## config.mk

```make
export PLATFORM = sky130hd
export DESIGN_NAME = bullet_tile_hit
export DESIGN_NICKNAME = d
export VERILOG_FILES = /design/src/rtl/bullet_tile_hit.sv
export SDC_FILE = /design/constraint.sdc
export NUM_CORES = 1
export LEC_CHECK = 0
export ABC_AREA = 1
export CAP_MARGIN = 15
export CORE_ASPECT_RATIO = 1.1
export CORE_UTILIZATION = 27
export CTS_CLUSTER_SIZE = 28
export DETAILED_ROUTE_END_ITERATION = 10
export GPL_ROUTABILITY_DRIVEN = 0
export PLACE_DENSITY = 0.65
export REMOVE_ABC_BUFFERS = 1
export SLEW_MARGIN = 20
export SYNTH_ARGS = -nofsm -noshare
export SYNTH_HDL_FRONTEND = slang
export SYNTH_SLANG_ARGS = --single-unit
```

## constraint.sdc

```tcl
create_clock -name clk -period 1.1 [get_ports clk]
set_input_delay 0.165 -clock clk [delete_from_list [all_inputs] [get_ports clk]]
set_output_delay 0.165 -clock clk [all_outputs]
set_load 0.02 [all_outputs]
```

## src/rtl/bullet_tile_hit.sv

```systemverilog
// -----------------------------------------------------------------------------
// bullet_tile_hit
//
// Resolves whether a bullet at a pixel position hits something on the tile map.
// The module sits between the bullet engine, which requests checks, and the map
// store, which it drives through a read port and a write port.
//
// Flow for one request:
//   - The pixel position is converted to tile coordinates.
//   - Positions outside the playfield answer straight away as "iron" (hit, tile
//     2). They do not touch the map.
//   - Otherwise the tile is read with one cycle of read latency. If it is a
//     brick it is cleared with a single write strobe. Then a one-cycle response
//     pulse reports the tile type.
//
// Ports
//   clk          system clock
//   rst          asynchronous reset, active-high
//   req_valid    hit-check request
//   req_ready    high only while idle; a request is taken on valid & ready
//   req_px       bullet x in pixels
//   req_py       bullet y in pixels, status bar included
//   map_rd_x/y   tile address to the map read port (holds its last value)
//   map_rd_tile  map read data, valid one cycle after the address
//                (0 empty, 1 brick, 2 iron)
//   map_wr_en    one-cycle write strobe to the map
//   map_wr_x/y   tile address to write
//   map_wr_tile  write data, always 0 (clear the tile)
//   rsp_valid    one-cycle response pulse, no back-pressure
//   rsp_hit      tile non-empty or position off-map (holds until next rsp)
//   rsp_tile     resolved tile type, 2 for off-map (holds until next rsp)
//   brick_count  saturating count of destroyed bricks
//                (port exists only when HIT_COUNT_EN is defined)
//
// Build option
//   HIT_COUNT_EN : adds brick_count. Without it the port and the counter are
//                  absent, and all other behaviour is the same.
// -----------------------------------------------------------------------------
module bullet_tile_hit #(
    parameter int MAP_W      = 25,
    parameter int MAP_H      = 18,
    parameter int TILE_SHIFT = 3,
    parameter int Y_OFFSET   = 6
) (
    input  logic       clk,
    input  logic       rst,
    input  logic       req_valid,
    output logic       req_ready,
    input  logic [7:0] req_px,
    input  logic [7:0] req_py,
    output logic [4:0] map_rd_x,
    output logic [4:0] map_rd_y,
    input  logic [1:0] map_rd_tile,
    output logic       map_wr_en,
    output logic [4:0] map_wr_x,
    output logic [4:0] map_wr_y,
    output logic [1:0] map_wr_tile,
    output logic       rsp_valid,
    output logic       rsp_hit,
    output logic [1:0] rsp_tile
`ifdef HIT_COUNT_EN
    ,
    output logic [7:0] brick_count
`endif
);

    localparam logic [1:0] TILE_EMPTY = 2'd0;
    localparam logic [1:0] TILE_BRICK = 2'd1;
    localparam logic [1:0] TILE_IRON  = 2'd2;

    typedef enum logic [2:0] {
        S_IDLE  = 3'd0,
        S_ADDR  = 3'd1,
        S_READ  = 3'd2,
        S_WRITE = 3'd3,
        S_RESP  = 3'd4
    } state_t;

    state_t     state_reg;
    logic [1:0] tile_q_reg;

    // ------------------------------------------------------------------
    // Pixel -> tile conversion.
    // The vertical subtraction is only meaningful when py >= Y_OFFSET. The
    // status-bar rows are rejected before the result is used, so the
    // wrapped value is never used.
    // ------------------------------------------------------------------
    logic [7:0] tx_full;
    logic [7:0] py_rel;
    logic [7:0] ty_full;
    logic       in_status_bar;
    logic       off_map;
    logic       accept;

    always_comb begin
        tx_full       = req_px >> TILE_SHIFT;
        py_rel        = req_py - 8'(Y_OFFSET);
        ty_full       = py_rel >> TILE_SHIFT;
        in_status_bar = (req_py < 8'(Y_OFFSET));
        off_map       = in_status_bar
                        || (tx_full >= 8'(MAP_W))
                        || (ty_full >= 8'(MAP_H));
    end

    assign req_ready   = (state_reg == S_IDLE);
    assign accept      = req_valid && req_ready;
    assign map_wr_tile = TILE_EMPTY;

    // ------------------------------------------------------------------
    // Control FSM with registered outputs.
    // rsp_valid and map_wr_en default low every cycle. Only the state that
    // owns each strobe raises it, so each is a single-cycle pulse.
    // ------------------------------------------------------------------
    always_ff @(posedge clk or posedge rst) begin
        if (rst) begin
            state_reg  <= S_IDLE;
            tile_q_reg <= TILE_EMPTY;
            map_rd_x   <= '0;
            map_rd_y   <= '0;
            map_wr_x   <= '0;
            map_wr_y   <= '0;
            map_wr_en  <= 1'b0;
            rsp_valid  <= 1'b0;
            rsp_hit    <= 1'b0;
            rsp_tile   <= TILE_EMPTY;
        end else begin
            map_wr_en <= 1'b0;
            rsp_valid <= 1'b0;

            case (state_reg)
                S_IDLE: begin
                    if (accept) begin
                        if (off_map) begin
                            // Answer at once as solid iron. The map ports
                            // keep their previous addresses.
                            state_reg <= S_RESP;
                            rsp_valid <= 1'b1;
                            rsp_hit   <= 1'b1;
                            rsp_tile  <= TILE_IRON;
                        end else begin
                            state_reg <= S_ADDR;
                            map_rd_x  <= tx_full[4:0];
                            map_rd_y  <= ty_full[4:0];
                            map_wr_x  <= tx_full[4:0];
                            map_wr_y  <= ty_full[4:0];
                        end
                    end
                end

                // The address is stable during this cycle. The map
                // samples it on the edge that leaves this state.
                S_ADDR: begin
                    state_reg <= S_READ;
                end

                // Read data is valid now. Only bricks are destroyed.
                S_READ: begin
                    state_reg  <= S_WRITE;
                    tile_q_reg <= map_rd_tile;
                    map_wr_en  <= (map_rd_tile == TILE_BRICK);
                end

                S_WRITE: begin
                    state_reg <= S_RESP;
                    rsp_valid <= 1'b1;
                    rsp_hit   <= (tile_q_reg != TILE_EMPTY);
                    rsp_tile  <= tile_q_reg;
                end

                // rsp_hit and rsp_tile keep their values for the requester.
                S_RESP: begin
                    state_reg <= S_IDLE;
                end

                default: begin
                    state_reg <= S_IDLE;
                end
            endcase
        end
    end

`ifdef HIT_COUNT_EN
    // ------------------------------------------------------------------
    // Destroyed-brick counter. Each write strobe is one brick. The count
    // sticks at 255 and does not wrap.
    // ------------------------------------------------------------------
    always_ff @(posedge clk or posedge rst) begin
        if (rst) begin
            brick_count <= '0;
        end else if (map_wr_en && (brick_count != 8'hFF)) begin
            brick_count <= brick_count + 8'd1;
        end
    end
`endif

endmodule

```

**After elaboration in Yosys (flattened, before gate mapping)**

Index checks and enable logic that the tools add are counted.

- Add/subtract/negate cells: 1
- $lt $le $gt $ge: 3
- Equal/unequal tests: 6
- Muxes and demuxes: 13
- Bitwise gates (word level): 1
- Reduce and logical (&&, ||, !) cells: 8

Operators by type and width:

| cell | count |
|---|---|
| one-hot mux 3 bit (4 select lines) | 1 |
| greater-or-equal comparator 5 bit, second input constant | 2 |
| < comparator 8 x 3 -> 1 bit, second input constant | 1 |
| subtractor 8 x 3 -> 8 bit, second input constant | 1 |
| equality test 3 x 2 -> 1 bit, second input constant | 2 |
| 2-to-1 mux 3 bit | 2 |
| AND reduction 3 bit | 2 |
| 2-to-1 mux 1 bit | 5 |
| 2-to-1 mux 2 bit | 2 |
| inequality test 2 x 1 -> 1 bit, second input constant | 2 |
| one-hot mux 1 bit (2 select lines) | 2 |
| one-hot mux 2 bit (2 select lines) | 1 |
| nonzero test 2 bit | 2 |
| equality test 3 x 1 -> 1 bit, second input constant | 1 |
| zero test 3 bit | 1 |
| equality test 2 x 1 -> 1 bit, second input constant | 1 |
| logical OR 1 bit | 2 |
| logical AND 1 bit | 1 |
| NOT 1 bit | 1 |

- Register bits after elaboration: 20
- Input bits: 21
- Output and inout bits: 28
- Logic and storage cells: 40

**Longest topological paths before layout**

Gate-level depths: netlist of run 1.

- Depth after elaboration: 6
- Depth in mapped cells: 10
- Depth with buffers taken out: 10

**Worst setup path before layout of run 1**

Ideal clock, no wire load.

- Path kind: register to register
- Start point: register state_reg[0]
- End point: register map_wr_y[4]
- Library setup time: 0.065 ns
- Arrival time: 1.061 ns
- Required time: 1.035 ns
- Path slack: -0.026 ns
- Cell stages (with the launch flop): 7
- Buffers on the path: 1
- Clock period less this slack: 1.126 ns
- Cell sequence: dfrtp_1 nor2_1 nand2_2 nor2_8 clkbuf_4 nand4_1 nand2_1

- Longest elaborated chain between the ends: 3

Ends and longest elaborated chain:

| element | line | RTL |
|---|---|---|
| start: declaration | 79 | `state_t state_reg;` |
| start signal: assignment | 116 | `state_reg <= S_IDLE;` |
| start signal: assignment | 136 | `state_reg <= S_RESP;` |
| start signal: assignment | 141 | `state_reg <= S_ADDR;` |
| zero test 3 bit (*) | 105, 130 |  |
| logical AND 1 bit | 106 | `assign accept = req_valid && req_ready;` |
| AND reduction 3 bit (no line) (*) | - |  |
| end signal: assignment | 145 | `map_wr_y <= ty_full[4:0];` |
| end: declaration | 56 | `output logic [4:0] map_wr_y,` |

Mark *: on every way between the ends. The rest lies on a longest branch, timed or not.
A chain may end at the register's enable or synchronous reset.

**Worst setup path after layout of run 1**

Ends and elaborated chain as after synthesis.

==> flow_summary.ini, run 1 <==
[job]
maxCapViolations = 0

[worst_setup_path]
worstPathMaxFanout = 5
cp.required_ns = 1.30
arrival_ns = 1.45
startpoint = state_reg[0]
crit_type = reg2reg
startpoint_type = flip-flop
crit_path_end_kind = flip-flop
r2r_start = state_reg[0]

[yosys]
seq_area_frac_synth_pct = 47.11
synthCells = 133
synth_cell_types = 19
synthesis.area_sq_um = 1062
yosys_warnings = 0
synth.avg_cell_area_sq_um = 7.987
synth_seq_cells = 20

[layout]
syn_to_final_growth_pct = 61.84
fin_util_pct = 46.31
stdcell_count = 245
final_nets = 217
final_layout_size_suffix_gt1_share_pct = 43.59
layout_commonest_cell = nand2_1
layout_common_cells = nand2_1, buf_4, dfrtp_1, buf_2, inv_1
num_antenna_cells = 0
fill_cells = 392

[pwr]
clock_power_share_pct = 12.9
power.internal_uw = 2416
power_frac_comb_pct = 57.0
vdd_drop_max_mv = 0.9348
swShare_pct = 43.20
power_density_nw_per_um2 = 2475
p_seq_share_pct = 30.0
p_leak_uw = 0.0009563
p_sw_uw = 1838

[clock_tree]
clkSinkCount = 20
clockBufferDepth = 2
cts_buffers = 3
clk_latency_ns = 0.26
cts_hold_buf = 0
cts.htree.levels = 1
cts_tree = yes
root_buffer = clkbuf_8
clk_pin_slew_ns = 0.07

[placed_design]
dp_hpwl_microns = 1802
io_buffers = 42
place_inst = 237

[floorplan]
start_util_pct = 28.61
core_area_sq_um = 3712
pin_count = 49
die_h_microns = 67.79
chipWidth_microns = 61.81
dieArea_sq_um = 4189
core.rowCount = 23

[grt]
grt_pass1_wl_microns = 3795
antenna_found_initial = 0
grt_max_degree = 21
grt_pass1_vias = 897
track_usage_pct = 12.60
grt-ovfl-total = 0

[worst_hold_path]
hold_start = req_px[7]
hold_class = in2reg

[timing]
rsz0062_at_grt = yes
fin_crit_sh_pct = 113.4
period_needed_ns = 1.248
final.setup.worst_slack_ns = -0.1478
hold_viol = 0
setup_violations = 20
slew_viol_final = 0
skew_ns = 0.003980
max_freq_ghz = 0.8014

[route]
ant_nets = 0
vias_per_cell = 4.241
route.detailed.drc = 0
wl_per_cell_microns = 10.10
wl_microns = 2474
vias = 1039
dr.pass1.iters = 4
drt_first_iter_violations = 38

[run_status]
failed_checks = setup timing
status = finished with violations
Yosys cell counts:
master	count	area share, %
or2_2	1	0.59
inv_1	12	4.2
nor3_1	2	0.94
nand2_2	6	3.5
dfrtp_1	20	47
buf_4	12	8.5
nand3_1	16	7.5
nand2_1	43	15
nor2_2	1	0.59
a22oi_1	1	0.71
nor2_8	1	1.9
inv_4	1	0.59
a21oi_1	2	0.94
conb_1	1	0.35
nand4_1	2	1.2
o21ai_0	1	0.47
nand2_4	2	2.1
nor2_1	8	2.8
clkbuf_4	1	0.71
power groups by stage:
stage	sequential [uW]	combinational, uW	clock [uW]
2_1_floorplan	1790	677	0
3_3_place_gp	1290	2600	0
3_5_place_dp	1290	2620	0
4_1_cts	1290	2510	568
5_1_grt	1330	2660	595
6_report	1280	2430	551
per-stage QoR:
step	instance area [sq um]	TNS, ns	total power, uW	worst slack (ns)	hold WS (ns)
final	1719	-2.051	4254	-0.1478	0.1934
after global routing	1719	-3.426	4578	-0.2156	0.2055
after CTS	1738	-1.293	4364	-0.1293	0.2296
after detailed placement	1644	-7.248	3915	-0.4343	0.4788
after global placement	1644	-7.035	3890	-0.4190	0.4618
after floorplan	968.4	-0.2038	2470	-0.04716	0.1288
repair_timing:
action | 4_1_cts | 5_1_grt
buffers inserted | 0 | 3
gates cloned | 1 | 0
pin swaps | 5 | 16
endpoints found under the setup margin | 45 | 38
gates resized for setup | 99 | 33
cell families (layout without fill, tap and decap cells):
| family | count (synthesis) | count (layout) | synth area share (%) |
|---|---|---|---|
| AO/OA/AOI/OAI | 4 | 4 | 2.120 |
| buffers and inverters | 26 | 87 | 14.02 |
| flip-flops | 20 | 20 | 47.11 |
| other | 1 | 2 | 0.3530 |
| AND/OR/NAND/NOR | 82 | 82 | 36.40 |
metal layers:
layer,track usage (%),wire (microns)
met5,0,0
met4,7.500,44
met3,1.724,79
met2,19.76,1279
met1,16.20,1071
critical path: stages (launching register included):
cell	delay, ns
dfrtp_1	0.38
nor2_1	0.13
nand2_2	0.08
buf_6	0.13
nor2_8	0.17
buf_6	0.12
nand4_1	0.11
nand2_1	0.08
area by class of cell:
class / count / area, sq um / area share, %
flip-flops and latches: 20 / 500.5 / 29.11
well taps: 50 / 62.56 / 3.639
clock buffers: 4 / 55.05 / 3.202
repair buffers: 69 / 538.0 / 31.30
multi-input cells: 88 / 501.7 / 29.18
repair inverters: 1 / 7.507 / 0.4367
inverters: 13 / 53.80 / 3.130
path summary, 6_finish.rpt:
check,end,slack [ns],cells after the start
hold reg to reg,tile_q_reg[1],0.50,2
min in group asynchronous,map_wr_x[3],0.22,3
max in group asynchronous,map_wr_en,0.74,3
setup reg to reg,map_wr_y[4],-0.15,7
setup / recovery,map_wr_y[4],-0.15,7
hold / removal,map_wr_x[4],0.19,3
No activity file was read; power rests on OpenSTA's default activity.
==> run 2, diff against run 1 <==
- CELL_PAD_IN_SITES_DETAIL_PLACEMENT: default -> 1
- CELL_PAD_IN_SITES_GLOBAL_PLACEMENT: default -> 1
- CORE_UTILIZATION: 27 -> 25
- PLACE_DENSITY: 0.65 -> 0.81
==> run 2 against run 1 <==
The flow still finishes with violations (setup timing); sequential share of layout area rose by 0.41 points; wire length rose by 12%; critical path depth did not move.
==> flow_summary.ini, run 2 (synthesized netlist as in run 1, its figures left out) <==
[run_status]
status = finished with violations
failed_checks = setup timing

[layout]
num_antenna_cells = 0
design_area_sq_um = 1695
final_layout_size_suffix_gt1_share_pct = 41.33
layout_common_cells = nand2_1, buf_4, dfrtp_1, buf_2, nand3_1
layout_commonest_cell = nand2_1
fill_cells = 518
final_nets = 218
stdcell_count = 248
syn_to_final_growth_pct = 59.60

[clock_tree]
cts_buffers = 3
clk_pin_slew_ns = 0.08
clk_latency_ns = 0.25
clkSinkCount = 20
cts.htree.levels = 1
cts_hold_buf = 0
root_buffer = clkbuf_8
clockBufferDepth = 2
cts_tree = yes

[route]
drt_first_iter_violations = 34
dr.pass1.iters = 3
wl_microns = 2779
route.detailed.drc = 0
vias_per_cell = 4.218
wl_per_cell_microns = 11.21
vias = 1046
ant_nets = 0

[timing]
rsz0062_at_grt = yes
final.setup.worst_slack_ns = -0.1603
skew_ns = 0.004175
slew_viol_final = 0
max_freq_ghz = 0.7935
fin_tns_setup_ns = -2.036
period_needed_ns = 1.260
fin_crit_sh_pct = 114.6
hold_viol = 0
setup_violations = 18

[floorplan]
pin_count = 49
chipWidth_microns = 64.15
core.rowCount = 24
core_area_sq_um = 4024
dieArea_sq_um = 4514
die_h_microns = 70.37
start_util_pct = 26.40

[placed_design]
io_buffers = 42
placed_area_sq_um = 1647
post-place-ws_ns = -0.4807
place_inst = 239
dp_hpwl_microns = 2172

[worst_setup_path]
crit_slowest_cell = dfrtp_1
startpoint_type = flip-flop
worstPathMaxFanout = 5
crit_type = reg2reg
r2r-end = map_wr_x[4]
cp_cell_sequence = nor2_2 -> nand2_2 -> buf_6 -> nor2_8 -> buf_4 -> nand3_1 -> nand2_1
r2r_cells = 7
cp_slowest_stage_delay_ns = 0.39
critPathBufInv = 2
cp_top_family = simple AND/OR/NAND/NOR gates
cp.required_ns = 1.30
arrival_ns = 1.46
ff2ff_setup_slack_ns = -0.16
crit_path_end_kind = flip-flop
r2r_start = state_reg[0]

[pwr]
vdd_drop_max_mv = 1.078
power_density_nw_per_um2 = 2552
p_leak_uw = 0.0009386

[worst_hold_path]
hold_class = in2async

[grt]
grt_pass1_vias = 1102
grt-ovfl-total = 0
antenna_found_initial = 0
grt_max_degree = 21
track_usage_pct = 13.64
grt_pass1_wl_microns = 4843

[job]
maxCapViolations = 0
-- run 2: per-stage QoR --
step,power (uW),hold WS (ns),util (%)
finish,4327,0.2244,42.13
global route,4627,0.2407,42.13
global placement,3883,0.4627,40.92
CTS,4500,0.2325,44.25
floorplan,2470,0.1288,-
detailed placement,3967,0.4854,40.92
-- run 2: metal layers --
| layer | share of wire (%) | routed length [microns] | GRT usage [%] |
|---|---|---|---|
| met3 | 3.1 | 86 | 1.797 |
| met4 | 1.2 | 34 | 5.185 |
| met1 | 43 | 1207 | 17.41 |
| met2 | 52 | 1452 | 23.17 |
| met5 | 0 | 0 | 0 |
-- run 2: tightest hold or removal path, delay by kind of cell --
family	cells	cell delay (ns)
buf+inv	3	0.65
-- run 2: what timing repair did --
item | 4_1_cts | 5_1_grt
resized for setup | 104 | 25
endpoints found under the setup margin | 45 | 41
pin swaps | 2 | 0
setup buffers | 3 | 1
cloned | 1 | 0
-- run 2: power breakdown --
part           internal (uW)  switching, uW  leakage (uW)  total (uW)
Combinational           1060           1440      0.000658        2490
Clock                    318            238     0.0000288         556
Sequential              1070            215      0.000252        1280
-- run 2: layout make-up --
type | instances | area [sq um] | share of cell area (%)
clock buffer | 4 | 55.05 | 3.247
tap | 52 | 65.06 | 3.838
timing repair buffer | 70 | 535.5 | 31.59
sequential | 20 | 500.5 | 29.52
inverter | 13 | 53.80 | 3.173
timing repair inverter | 1 | 7.507 | 0.4428
multi-input combinational | 88 | 478.0 | 28.19
-- run 2: how the worst max path moves through the flow --
| stage | from | end | slack (ns) | cells past startpoint |
|---|---|---|---|---|
| 2_1_floorplan | state_reg[0] | rsp_hit | -0.05 | 6 |
| 3_3_place_gp | req_py[1] | map_wr_y[3] | -0.42 | 10 |
| 3_5_place_dp | req_px[3] | map_wr_y[4] | -0.48 | 9 |
| 4_1_cts | state_reg[0] | map_wr_y[4] | -0.16 | 7 |
| 5_1_grt | state_reg[0] | map_wr_y[4] | -0.24 | 7 |
| 6_report | state_reg[0] | map_wr_x[4] | -0.16 | 7 |
